===== src/rtl/acorn_step_unit.sv =====
// ACORN-128 state-update engine: advances the 293-bit state by STEPS cipher steps per accepted beat.
// Latency: one cycle; a beat accepted at edge N shows its output and new state after edge N.
// Backpressure: in_ready drops while load is high or a held output is not consumed; state and output freeze.
//
// Ports:
//   i_clk, i_rst        clock (rising edge), synchronous active-high reset
//   i_load, i_state_in  direct state load (takes priority over beats)
//   i_in_valid/o_in_ready, i_in_data, i_in_mode, i_in_ca, i_in_cb   input beat
//   o_out_valid/i_out_ready, o_out_data                             output beat
//   o_state_out         current state register
//
// STEPS may be 1, 2, 4, 8, 16 or 32. Bit i of a beat belongs to step i, so
// instances with different STEPS give bit-identical streams.
module acorn_step_unit #(
    parameter int STEPS = 8
) (
    input  logic             i_clk,
    input  logic             i_rst,
    input  logic             i_load,
    input  logic [292:0]     i_state_in,
    input  logic             i_in_valid,
    output logic             o_in_ready,
    input  logic [STEPS-1:0] i_in_data,
    input  logic [1:0]       i_in_mode,
    input  logic             i_in_ca,
    input  logic             i_in_cb,
    output logic             o_out_valid,
    input  logic             i_out_ready,
    output logic [STEPS-1:0] o_out_data,
    output logic [292:0]     o_state_out
);

    // Mode 11 falls through to absorb, same as 00.
    localparam logic [1:0] MODE_ENC = 2'b01;
    localparam logic [1:0] MODE_DEC = 2'b10;

    logic [292:0]     r_state;
    logic             r_out_valid;
    logic [STEPS-1:0] r_out_data;

    logic [292:0]     w_next_state;
    logic [STEPS-1:0] w_beat_out;
    logic             w_accept;

    function automatic logic maj(input logic x, input logic y, input logic z);
        return (x & y) | (x & z) | (y & z);
    endfunction

    function automatic logic ch(input logic x, input logic y, input logic z);
        return (x & y) ^ (~x & z);
    endfunction

    // One cipher step. Returns {output_bit, next_state}.
    function automatic logic [293:0] acorn_step(
        input logic [292:0] s,
        input logic         din,
        input logic [1:0]   mode,
        input logic         ca,
        input logic         cb
    );
        logic [292:0] t;
        logic         ks;
        logic         m;
        logic         ob;
        logic         f;
        // Linear pass: every operand comes from the pre-step state s.
        t      = s;
        t[289] = s[289] ^ s[235] ^ s[230];
        t[230] = s[230] ^ s[196] ^ s[193];
        t[193] = s[193] ^ s[160] ^ s[154];
        t[154] = s[154] ^ s[111] ^ s[107];
        t[107] = s[107] ^ s[66]  ^ s[61];
        t[61]  = s[61]  ^ s[23]  ^ s[0];
        // Keystream and feedback read the post-linear state t.
        ks = t[12] ^ t[154] ^ maj(t[235], t[61], t[193]) ^ ch(t[230], t[111], t[66]);
        // Decrypt recovers the plaintext bit before it enters the feedback.
        m  = (mode == MODE_DEC) ? (din ^ ks) : din;
        // Encrypt and decrypt both emit din^ks; absorb emits the raw keystream.
        ob = (mode == MODE_ENC || mode == MODE_DEC) ? (din ^ ks) : ks;
        f  = t[0] ^ ~t[107] ^ maj(t[244], t[23], t[160]) ^ (ca & t[196]) ^ (cb & ks);
        return {ob, f ^ m, t[292:1]};
    endfunction

    // Unrolled chain: step i+1 consumes the state produced by step i.
    always_comb begin
        logic [293:0] w_res;
        w_res        = '0;
        w_next_state = r_state;
        w_beat_out   = '0;
        for (int i = 0; i < STEPS; i++) begin
            w_res         = acorn_step(w_next_state, i_in_data[i], i_in_mode, i_in_ca, i_in_cb);
            w_beat_out[i] = w_res[293];
            w_next_state  = w_res[292:0];
        end
    end

    assign o_in_ready = !i_load && (!r_out_valid || i_out_ready);
    assign w_accept   = i_in_valid && o_in_ready;

    always_ff @(posedge i_clk) begin
        if (i_rst) begin
            r_state     <= '0;
            r_out_valid <= 1'b0;
            r_out_data  <= '0;
        end else if (i_load) begin
            // Load freezes the output register, even if it is being consumed.
            r_state <= i_state_in;
        end else if (w_accept) begin
            r_state     <= w_next_state;
            r_out_data  <= w_beat_out;
            r_out_valid <= 1'b1;
        end else if (i_out_ready) begin
            r_out_valid <= 1'b0;
        end
    end

    assign o_out_valid = r_out_valid;
    assign o_out_data  = r_out_data;
    assign o_state_out = r_state;

endmodule


===== config.mk =====
export PLATFORM = sky130hd
export DESIGN_NAME = acorn_step_unit
export DESIGN_NICKNAME = d
export VERILOG_FILES = /design/src/rtl/acorn_step_unit.sv
export SDC_FILE = /design/constraint.sdc
export NUM_CORES = 1
export LEC_CHECK = 0
export CORE_AREA = 2 2 235 237
export CTS_BUF_LIST = sky130_fd_sc_hd__clkbuf_2
export CTS_CLUSTER_DIAMETER = 40
export DETAILED_ROUTE_END_ITERATION = 7
export DIE_AREA = 0 0 237 239
export PLACE_DENSITY_LB_ADDON = 0.15
export SLEW_MARGIN = 20
export SYNTH_ARGS = -nofsm -noshare
export SYNTH_HDL_FRONTEND = slang
export SYNTH_SLANG_ARGS = --single-unit

===== constraint.sdc =====
create_clock -name i_clk -period 1.9 [get_ports i_clk]
set_input_delay 0.475 -clock i_clk [delete_from_list [all_inputs] [get_ports i_clk]]
set_output_delay 0.475 -clock i_clk [all_outputs]
set_load 0.01 [all_outputs]

==> metrics.txt, run 1 <==
status complete, but fails checks; violated checks setup timing; final slew viol count 0; crit share post-route 117.7%; fraction of final layout cells with drive strength greater than 1 46.33%; Critical Setup Path Class reg2reg; unrepaired setup endpoints after global routing yes; Inserted Clock Buffers 89; RR Startpoint o_state_out[236]; data required time of the worst path 2.86 ns; clock root buffer master sky130_fd_sc_hd__clkbuf_2; hold path startpoint i_state_in[202]; CP startpoint kind flip-flop; clock tree from TritonCTS yes; first-pass GRT wire length 118400 µm; clk_lat worst skew 1.04 ns; average footprint of a synthesized cell 8.643 µm²; detailed-route DRC error count 0; weighted congestion at the end of routability-driven global placement 0.8591; total number of clock tree sinks 302; worst-case hold slack 0.1769 ns; Clock Skew 0.04934 ns; routed wire length per instance 21.63 µm; multi-input gate area in the final layout 7586 µm²; number of design-rule violations left by the first detailed-router iteration 1043; proportion of register bits with asynchronous set or reset after synthesis 0%; die extent in y 239 µm; number of antenna violations at the first check in global routing 7; Max-Cap Viols 0; die outline area 56640 µm²; Final Hold Fails 0; top fanout value on the critical path 2; FILL cells 4921; Netlist Area Pre-Place 13820 µm²; leakage power 12.77 nW; design internal power 0.01287 W; detailed-router iteration count before antenna repair 6; Distinct cells, synth 33; share of synthesized area occupied by flip-flops and latches 43.74%; H-Tree Level Count 3; signal arrival time at the worst endpoint 3.20 ns; starting density of the core 25.43%; post-layout net count 3321; sequential standard cell area 6584 µm²; largest net degree at the start of global routing 154; Post-synth EDFFs 0; worst-case vdd ir drop 0.5318 mV; #FFs+latches synth 302; via total after detailed routing 18160; via count of the first global-routing pass 19070; Top Ports 613; dominant register cell in the synthesized netlist sky130_fd_sc_hd__dfxtp_1; Psw 0.006573 W; DR vias/cell 4.807; Setup Total Neg Slack -30.01 ns; DP HPWL 55830 µm; path type of the worst min-delay path in2reg; Max-Slew Margin vs Limit 37.95%; number of cells produced by synthesis 1599; transition time at the pin with the least slew margin 0.9307 ns; maximum buffer depth of the clock tree 3; number of warnings reported in the yosys synthesis log 0; Switching Fraction 33.81%; total grt overflow 0; maximum frequency from static timing analysis 0.4471 GHz; Detailed Route WL 81710 µm; fraction of power consumed by sequential logic 37.1%; Clk pin slew, worst setup/hold paths 0.10 ns; global-route total usage across every layer 27.78%; synthesis-to-layout area growth 116.7%; Port Buffer Count 612; startpoint of the most critical setup path o_state_out[236]; Chip Width 237 µm; final critical path time including I/O delays and setup 2.237 ns; part of the total power dissipated in the clock network 24.7%; power share of the combinational group 38.2%; PD cells 649.2 nW/µm²; Floorplan Core Area 54340 µm²; final antenna-violating net count 0; Synthesized Nets 1910; Setup-failing EPs final 319; number of cell rows 86; nature of the critical path endpoint flip-flop; Final WS setup -0.3365 ns
area by class of cell:
type	count	share of cell area, %
clock buffer	128	2.139
timing repair buffer	1463	47.23
multi-input combinational	1151	25.33
clock inverter	22	0.2883
antenna	5	0.04178
sequential	302	21.99
tap	704	2.941
inverter	3	0.03760
layer usage:
metal	up-vias	GRT usage (%)	share of wire (%)
met5	-	0	0.028
met1	8780	32.43	40
met4	4	9.935	3.0
li1	8567	-	-
met2	683	49.53	50
met3	125	6.536	6.6
registers in the layout, indices dropped and copies added (netlist names):
| name | flops |
|---|---|
| o_state_out | 293 |
| o_out_data | 8 |
| o_out_valid | 1 |
worst max-delay path: stages (launching register included):
cell	delay [ns]
sky130_fd_sc_hd__dfxtp_2	0.34
sky130_fd_sc_hd__buf_6	0.11
sky130_fd_sc_hd__xnor3_2	0.46
sky130_fd_sc_hd__mux2i_2	0.25
sky130_fd_sc_hd__xor2_1	0.30
sky130_fd_sc_hd__buf_4	0.20
sky130_fd_sc_hd__xor2_2	0.08
sky130_fd_sc_hd__o21a_2	0.22
sky130_fd_sc_hd__o32ai_2	0.18
power groups by stage:
stage          registers, W  logic, W  clock network [W]
6_report            0.00721   0.00742            0.00481
5_1_grt             0.00725   0.00786            0.00532
4_1_cts             0.00719   0.00727            0.00501
3_5_place_dp        0.00740   0.00543                  0
3_3_place_gp        0.00740   0.00541                  0
2_1_floorplan       0.00747   0.00207                  0
cell usage after synthesis, types with 5 or more instances:
library cell	count	area share, %
sky130_fd_sc_hd__buf_2	8	0.29
sky130_fd_sc_hd__nand2_1	304	8.3
sky130_fd_sc_hd__dfxtp_1	302	44
sky130_fd_sc_hd__nor2_1	59	1.6
sky130_fd_sc_hd__a211oi_1	7	0.38
sky130_fd_sc_hd__nor2b_1	8	0.36
sky130_fd_sc_hd__maj3_1	16	1.2
sky130_fd_sc_hd__a22oi_1	260	14
sky130_fd_sc_hd__xor3_1	9	1.5
sky130_fd_sc_hd__xor2_1	24	1.5
sky130_fd_sc_hd__a21oi_1	296	11
sky130_fd_sc_hd__buf_1	5	0.14
sky130_fd_sc_hd__xnor2_1	100	6.3
sky130_fd_sc_hd__a221oi_1	12	0.76
sky130_fd_sc_hd__xnor3_1	13	2.1
sky130_fd_sc_hd__mux2i_1	12	0.87
sky130_fd_sc_hd__clkbuf_1	129	3.5
worst paths after layout:
path,end,slack [ns],depth (start not counted)
setup / recovery,o_state_out[291],-0.34,8
hold / removal,o_state_out[202],0.18,3
setup reg to reg,o_state_out[291],-0.34,8
hold reg to reg,o_state_out[141],0.48,2
metrics by stage:
step | setup WS (ns) | util (%) | area, µm² | power (W) | std cells
floorplan | -0.008325 | - | 13840 | 0.009536 | 1599
global placement | -0.4598 | 41.02 | 22290 | 0.01281 | 3004
detailed placement | -0.5115 | 41.02 | 22290 | 0.01283 | 3004
CTS | -0.4716 | 54.44 | 29580 | 0.01947 | 3747
global route | -0.4126 | 55.10 | 29940 | 0.02043 | 3777
finish | -0.3365 | 55.11 | 29950 | 0.01944 | 3778
cell usage in the layout (no fill, tap or decap), types with 4 or more instances in the layout:
| master | instances |
|---|---|
| sky130_fd_sc_hd__a211oi_2 | 4 |
| sky130_fd_sc_hd__a21oi_1 | 296 |
| sky130_fd_sc_hd__a221oi_1 | 12 |
| sky130_fd_sc_hd__a22oi_1 | 260 |
| sky130_fd_sc_hd__and2_1 | 4 |
| sky130_fd_sc_hd__buf_12 | 18 |
| sky130_fd_sc_hd__buf_4 | 491 |
| sky130_fd_sc_hd__buf_6 | 393 |
| sky130_fd_sc_hd__buf_8 | 6 |
| sky130_fd_sc_hd__clkbuf_2 | 128 |
| sky130_fd_sc_hd__clkdlybuf4s50_1 | 307 |
| sky130_fd_sc_hd__clkinv_1 | 16 |
| sky130_fd_sc_hd__dfxtp_2 | 238 |
| sky130_fd_sc_hd__dfxtp_4 | 64 |
| sky130_fd_sc_hd__diode_2 | 5 |
| sky130_fd_sc_hd__dlygate4sd3_1 | 245 |
| sky130_fd_sc_hd__maj3_1 | 11 |
| sky130_fd_sc_hd__maj3_2 | 5 |
| sky130_fd_sc_hd__mux2i_1 | 4 |
| sky130_fd_sc_hd__mux2i_2 | 7 |
| sky130_fd_sc_hd__nand2_1 | 304 |
| sky130_fd_sc_hd__nor2_1 | 57 |
| sky130_fd_sc_hd__nor2b_1 | 7 |
| sky130_fd_sc_hd__nor3_2 | 4 |
| sky130_fd_sc_hd__o22ai_1 | 4 |
| sky130_fd_sc_hd__o32ai_2 | 4 |
| sky130_fd_sc_hd__xnor2_1 | 78 |
| sky130_fd_sc_hd__xnor2_2 | 18 |
| sky130_fd_sc_hd__xnor2_4 | 5 |
| sky130_fd_sc_hd__xnor3_1 | 8 |
| sky130_fd_sc_hd__xnor3_2 | 8 |
| sky130_fd_sc_hd__xor2_1 | 19 |
| sky130_fd_sc_hd__xor2_2 | 5 |
| sky130_fd_sc_hd__xor3_2 | 7 |
cell families after synthesis:
family / Yosys count / synth area share, %
AO/OA/AOI/OAI: 588 / 26.90
flip-flops: 302 / 43.74
adder cells (fa/ha/maj): 17 / 1.249
multiplexers: 12 / 0.8691
buffers and inverters: 146 / 4.092
AND/OR/NAND/NOR: 383 / 10.73
XOR/XNOR: 151 / 12.42
what timing repair did:
item	CTS	global route
endpoints found under the hold margin	300	0
hold buffers	245	0
cloned	0	1
buffers inserted	353	26
setup endpoints to repair	319	342
pin swaps	47	11
resized for setup	2100	30
Power figures use the tool's default switching activity.
==> run 2: changes to the inputs <==
SLEW_MARGIN = unset   (was 20)
==> results of run 2 <==
The final DEF is identical to that of run 1; final timing and power are the same.
==> run 3: changes to the inputs <==
GPL_ROUTABILITY_DRIVEN = 0   (was unset)
==> metrics.txt, run 3 (synthesized netlist as in run 1, its figures left out) <==
status complete, but fails checks; violated checks setup timing; via count of the first global-routing pass 18740 (-1.7%); final total power 0.01960 W (+0.84%); synthesis-to-layout area growth 114.0%; PD cells 663.0 nW/µm² (+2.1%); maximum frequency from static timing analysis 0.4465 GHz (-0.13%); detailed-route DRC error count 0 (unchanged); starting density of the core 25.43% (unchanged); Detailed Route WL 80990 µm (-0.89%); signal arrival time at the worst endpoint 3.18 ns (-0.02 ns); Setup Total Neg Slack -43.53 ns (-13.53 ns); Clk pin slew, worst setup/hold paths 0.09 ns (about the same); data required time of the worst path 2.84 ns (-0.02 ns); routed wire length per instance 21.60 µm (-0.12%); clk_lat worst skew 1.11 ns (+0.07 ns); Final WS setup -0.3394 ns (-0.002934 ns); Critical Setup Path Class reg2reg; largest net degree at the start of global routing 121 (-21%); number of antenna violations at the first check in global routing 7 (unchanged); maximum buffer depth of the clock tree 3 (unchanged); leakage power 12.59 nW (-1.4%); flip-flop count of the largest register after layout 293 (unchanged); Floorplan Core Area 54340 µm² (unchanged); Final Hold Fails 0 (unchanged); Max-Cap Viols 0 (unchanged); detailed-router iteration count before antenna repair 7 (+1); post-layout net count 3289 (-0.96%); path type of the worst min-delay path in2reg; nature of the critical path endpoint flip-flop; H-Tree Level Count 3 (unchanged); Chip Width 237 µm (unchanged); commonest non-fill, non-tap cell in the layout sky130_fd_sc_hd__buf_4; final critical path time including I/O delays and setup 2.239 ns (+0.002934 ns); Worst Setup Slack post-DPL -0.4643 ns (+0.04719 ns); clock tree from TritonCTS yes; Port Buffer Count 612 (unchanged); number of design-rule violations left by the first detailed-router iteration 1034 (-0.86%); delay contributed by the slowest stage of the critical path 0.48 ns (+0.02 ns); Clock Skew 0.06405 ns (+0.01471 ns); total number of clock tree sinks 302 (unchanged); die outline area 56640 µm² (unchanged); R2R setup slack -0.34 ns (about the same); unrepaired setup endpoints after global routing yes; CP startpoint kind flip-flop; DP HPWL 55400 µm (-0.77%); slowest cell on the critical path sky130_fd_sc_hd__xnor3_2; Final Instance Area 29570 µm² (-1.3%); global-route total usage across every layer 27.51% (-0.27 points); crit share post-route 117.9% (+0.15 points); fraction of final layout cells with drive strength greater than 1 46.13% (-0.20 points); Setup-failing EPs final 319 (unchanged); first-pass GRT wire length 116800 µm (-1.4%); Placed Area 22300 µm² (about the same); final slew viol count 0 (unchanged); via total after detailed routing 18040 (-0.63%); Inserted Clock Buffers 92 (+3.4%); worst-case vdd ir drop 0.4516 mV (-15%); clock root buffer master sky130_fd_sc_hd__clkbuf_2; DR vias/cell 4.813 (+0.14%); Max-Slew Margin vs Limit 54.77% (+17 points); Top Ports 613 (unchanged); transition time at the pin with the least slew margin 0.6784 ns (-0.2523 ns); number of cell rows 86 (unchanged); final design utilization 54.42% (-0.69 points); die extent in y 239 µm (unchanged); total grt overflow 0 (unchanged); crit-path cells buf_4 -> buf_6 -> xnor3_2 -> mux2i_2 -> xor2_2 -> buf_6 -> mux2i_2 -> xor2_1 -> o22ai_1; commonest cells after routing, fill and taps aside 484 x sky130_fd_sc_hd__buf_4, 390 x sky130_fd_sc_hd__buf_6, 307 x sky130_fd_sc_hd__clkdlybuf4s50_1; top fanout value on the critical path 3 (+1); final antenna-violating net count 0 (unchanged)
[run 3: critical path: cells and delay by family, from the launching register on]
family                    cells  cell delay [ns]
buffers and inverters         3             0.38
muxes                         2             0.50
AOI/OAI and AO/OA             1             0.08
DFF                           1             0.36
xor gates and xnor gates      3             0.80
[run 3: final timing paths]
check | from | end | cells after the start
worst max register to register | o_state_out[196] | o_state_out[288] | 9
worst min register to register | o_state_out[253] | o_state_out[253] | 2
worst min-delay path | i_state_in[69] | o_state_out[69] | 3
worst max-delay path | o_state_out[196] | o_state_out[288] | 9
[run 3: layer usage]
layer / global-route usage (%) / share of wire (%)
met1: 32.08 / 40
met5: 0 / 0.049
met4: 8.285 / 2.6
met2: 49.01 / 50
met3: 7.506 / 6.5
[run 3: cell type report]
type	count	area, µm²
well taps	704	880.8
flip-flops and latches	302	6576
repair buffers	1428	13800
diodes	8	20.02
clock inverters	29	165.2
multi-input cells	1151	7496
fillers	5033	24770
inverters	3	11.26
clock buffers	124	620.6
[run 3: what timing repair did]
item	4_1_cts	5_1_grt
hold endpoints to repair	302	0
setup endpoints to repair	319	327
cloned	0	0
hold buffers	220	0
setup buffers	342	39
resized for setup	2081	25
pin swaps	53	20
[run 3: power breakdown]
| group | leakage, nW | internal [W] | switching [W] |
|---|---|---|---|
| Combinational | 9.38 | 0.00416 | 0.00309 |
| Clock | 0.601 | 0.00202 | 0.00311 |
| Sequential | 2.62 | 0.00682 | 0.000393 |
[run 3: per-stage QoR]
stage | hold slack, ns | cells
after floorplan | 0.4761 | 1599
after global placement | 0.4508 | 2998
after detailed placement | 0.4600 | 2998
after CTS | 0.0003227 | 3706
after global routing | 0.001118 | 3747
final | 0.1070 | 3749
==> variant, RTL diff (settings of run 3) <==
Set the parameter `STEPS` to 4 (it was 8). Comments in the files are not updated.
--- a/src/rtl/acorn_step_unit.sv
+++ b/src/rtl/acorn_step_unit.sv
@@ -12,7 +12,7 @@
 // STEPS may be 1, 2, 4, 8, 16 or 32. Bit i of a beat belongs to step i, so
 // instances with different STEPS give bit-identical streams.
 module acorn_step_unit #(
-    parameter int STEPS = 8
+    parameter int STEPS = 4
 ) (
     input  logic             i_clk,
     input  logic             i_rst,
Ports: changed (resized i_in_data and o_out_data); port bits go from 613 to 605. The function was not compared with the original's and may differ.
==> variant against run 3 <==
- routed wire length fell by 11%
- global-route usage fell by 2.9 points
- combinational power fell by 21%
- the flow still finishes with violations (setup timing)
- critical endpoint is now o_out_valid
- setup slack improved by 60 ps
- synthesized area fell by 4.3%
- cell area fell by 3.9%
- sequential cell count fell by 4
- total power fell by 7.7%
==> variant: results (changes against run 3) <==
Power
  • Leakage power: 12.1 nW (was 12.6 nW)
  • Switching Share: 32.0% (was 33.7%)
  • VDD IR max: 0.000396 V (was 0.000452 V)

GRT
  • Vias in the first global route: 17.5k (was 18.7k)
  • GR Util All Layers: 24.6% (was 27.5%)
  • First-pass GRT wire length: 105000 um (was 117000 um)
  • Initial antenna violation count: 7 (unchanged)
  • GRT overflow: 0 (unchanged)
  • Pin count of the biggest net entering global routing: 127 (was 121)

Placement
  • # port buffers: 604 (was 612)
  • Post-DP Area: 21000 um2 (was 22300 um2)
  • Placed instance count: 2860 (was 2998)
  • Post-place setup slack: -525 ps (was -464 ps)
  • Hpwl dp: 48000 um (was 55400 um)

Run status
  • Failing checks: setup timing (unchanged)
  • Status: finished, violations left (unchanged)

Layout
  • Number of fill cells: 5019 (was 5033)
  • Share of layout cells above drive strength 1: 41.7% (was 46.1%)
  • Max FFs per register: 293 (unchanged)
  • Nets: 3171 (was 3289)

Clock network
  • TritonCTS buffer count: 92 (unchanged)
  • CTS H-tree depth: 3 (unchanged)
  • Clock latency on the worst-skew pair: 1080 ps (was 1110 ps)
  • Longest Clk Path Bufs: 3 (unchanged)
  • CTS clk-pin slew, worst paths: 90 ps (about the same)
  • Clk root buf: clkbuf_2 (unchanged)

Hold path
  • Hold path depth: 3 (unchanged)
  • Hold crit path type: in2reg (unchanged)

Synthesis
  • Library cells used by synthesis: 29 (was 33)
  • Top post-synthesis cells by area: dfxtp_1 45%, a21oi_1 11%, mux2i_1 9.7% (was dfxtp_1 44%, a22oi_1 14%, a21oi_1 11%)
  • Primary FF master, synth: dfxtp_1 (unchanged)
  • Synth top cells by count: 298 x dfxtp_1, 294 x a21oi_1, 261 x nor2_1, 165 x a22oi_1, 165 x nand2_1 (was 304 x nand2_1, 302 x dfxtp_1, 296 x a21oi_1, 260 x a22oi_1, 129 x clkbuf_1)
  • Asr flop ratio synth: 0% (unchanged)
  • Register area share after synthesis: 45.1% (was 43.7%)
  • Syn Area/Cell: 8.45 um2 (was 8.64 um2)
  • Syn nets: 1871 (was 1910)
  • Synth warn: 0 (unchanged)

Drt
  • DR vias/cell: 4.64 (was 4.81)
  • WL/cell: 19.9 um (was 21.6 um)
  • Final WL: 72400 um (was 81000 um)
  • DRT Pass-1 Iters: 5 (was 7)
  • Starting DRT DRC Count: 772 (was 1034)

Setup path
  • CP max FO: 2 (was 3)
  • Critical path arrival: 1700 ps (was 3180 ps)
  • Worst reg-to-reg path cell count: 7 (was 9)

Timing
  • Worst Slack Setup Final: -280 ps (was -339 ps)
  • # setup viols final: 307 (was 319)
  • Final setup TNS: -26890 ps (was -43530 ps)
  • Slew HR: 54.8% (about the same)
  • Worst clock skew: 50.7 ps (was 64.0 ps)
-- variant: worst max-delay path, cell delays in order, from the launching register on --
cell	delay, ps
dfxtp_2	330
buf_4	130
buf_6	110
buf_6	110
-- variant: power by group through the flow --
stage,Combinational [mW],Clock [mW],Sequential (mW)
floorplan,1.56,0,7.28
global placement,4.10,0,7.20
detailed placement,4.12,0,7.21
CTS,5.61,5.57,7.05
global route,6.09,5.95,7.09
finish,5.72,5.33,7.05
-- variant: cells by family (layout without fill, tap and decap cells) --
logic type	Yosys count	count (layout)	synth area share [%]
flip-flops	298	298	45.1
other	0	7	0
multiplexers	128	128	9.69
buffers and inverters	134	1502	4.02
XOR/XNOR	75	75	5.94
AND/OR/NAND/NOR	448	448	13.2
adder cells (fa/ha/maj)	9	9	0.700
AO/OA/AOI/OAI	472	472	21.4
-- variant: per-layer routing --
| metal | GRT usage [%] | wire [um] | share of wire (%) |
|---|---|---|---|
| met5 | 0 | 13 | 0.018 |
| met4 | 10.8 | 2510 | 3.5 |
| met3 | 6.89 | 5100 | 7.0 |
| met2 | 43.5 | 36500 | 50 |
| met1 | 27.5 | 28300 | 39 |
-- variant: repair_timing --
action	in CTS	in global routing
hold buffers	287	0
gates resized for setup	2022	17
setup endpoints to repair	308	318
cloned	0	0
endpoints found under the hold margin	295	0
pin swaps	28	16
buffers inserted	308	27
-- variant: final timing paths --
check,startpoint,endpoint,slack [ps]
max,o_out_valid,o_out_valid,-280
min,i_state_in[159],o_state_out[159],180
max reg2reg,o_state_out[233],o_state_out[292],-170
min reg2reg,o_state_out[6],o_state_out[6],480
-- variant: metrics by stage --
stage | hold WS [ps] | utilization (%)
finish | 179 | 52.3
global route | 67.9 | 52.3
detailed placement | 461 | 38.6
global placement | 458 | 38.6
CTS | 0.400 | 51.8
floorplan | 488 | -
-- variant: final cells by class --
type,instances,area share [%]
well taps,704,3.10
repair buffers,1338,46.5
clock buffers,133,2.34
clock inverters,29,0.682
multi-input cells,1132,24.5
inverters,2,0.0264
diodes,7,0.0616
flip-flops and latches,298,22.8
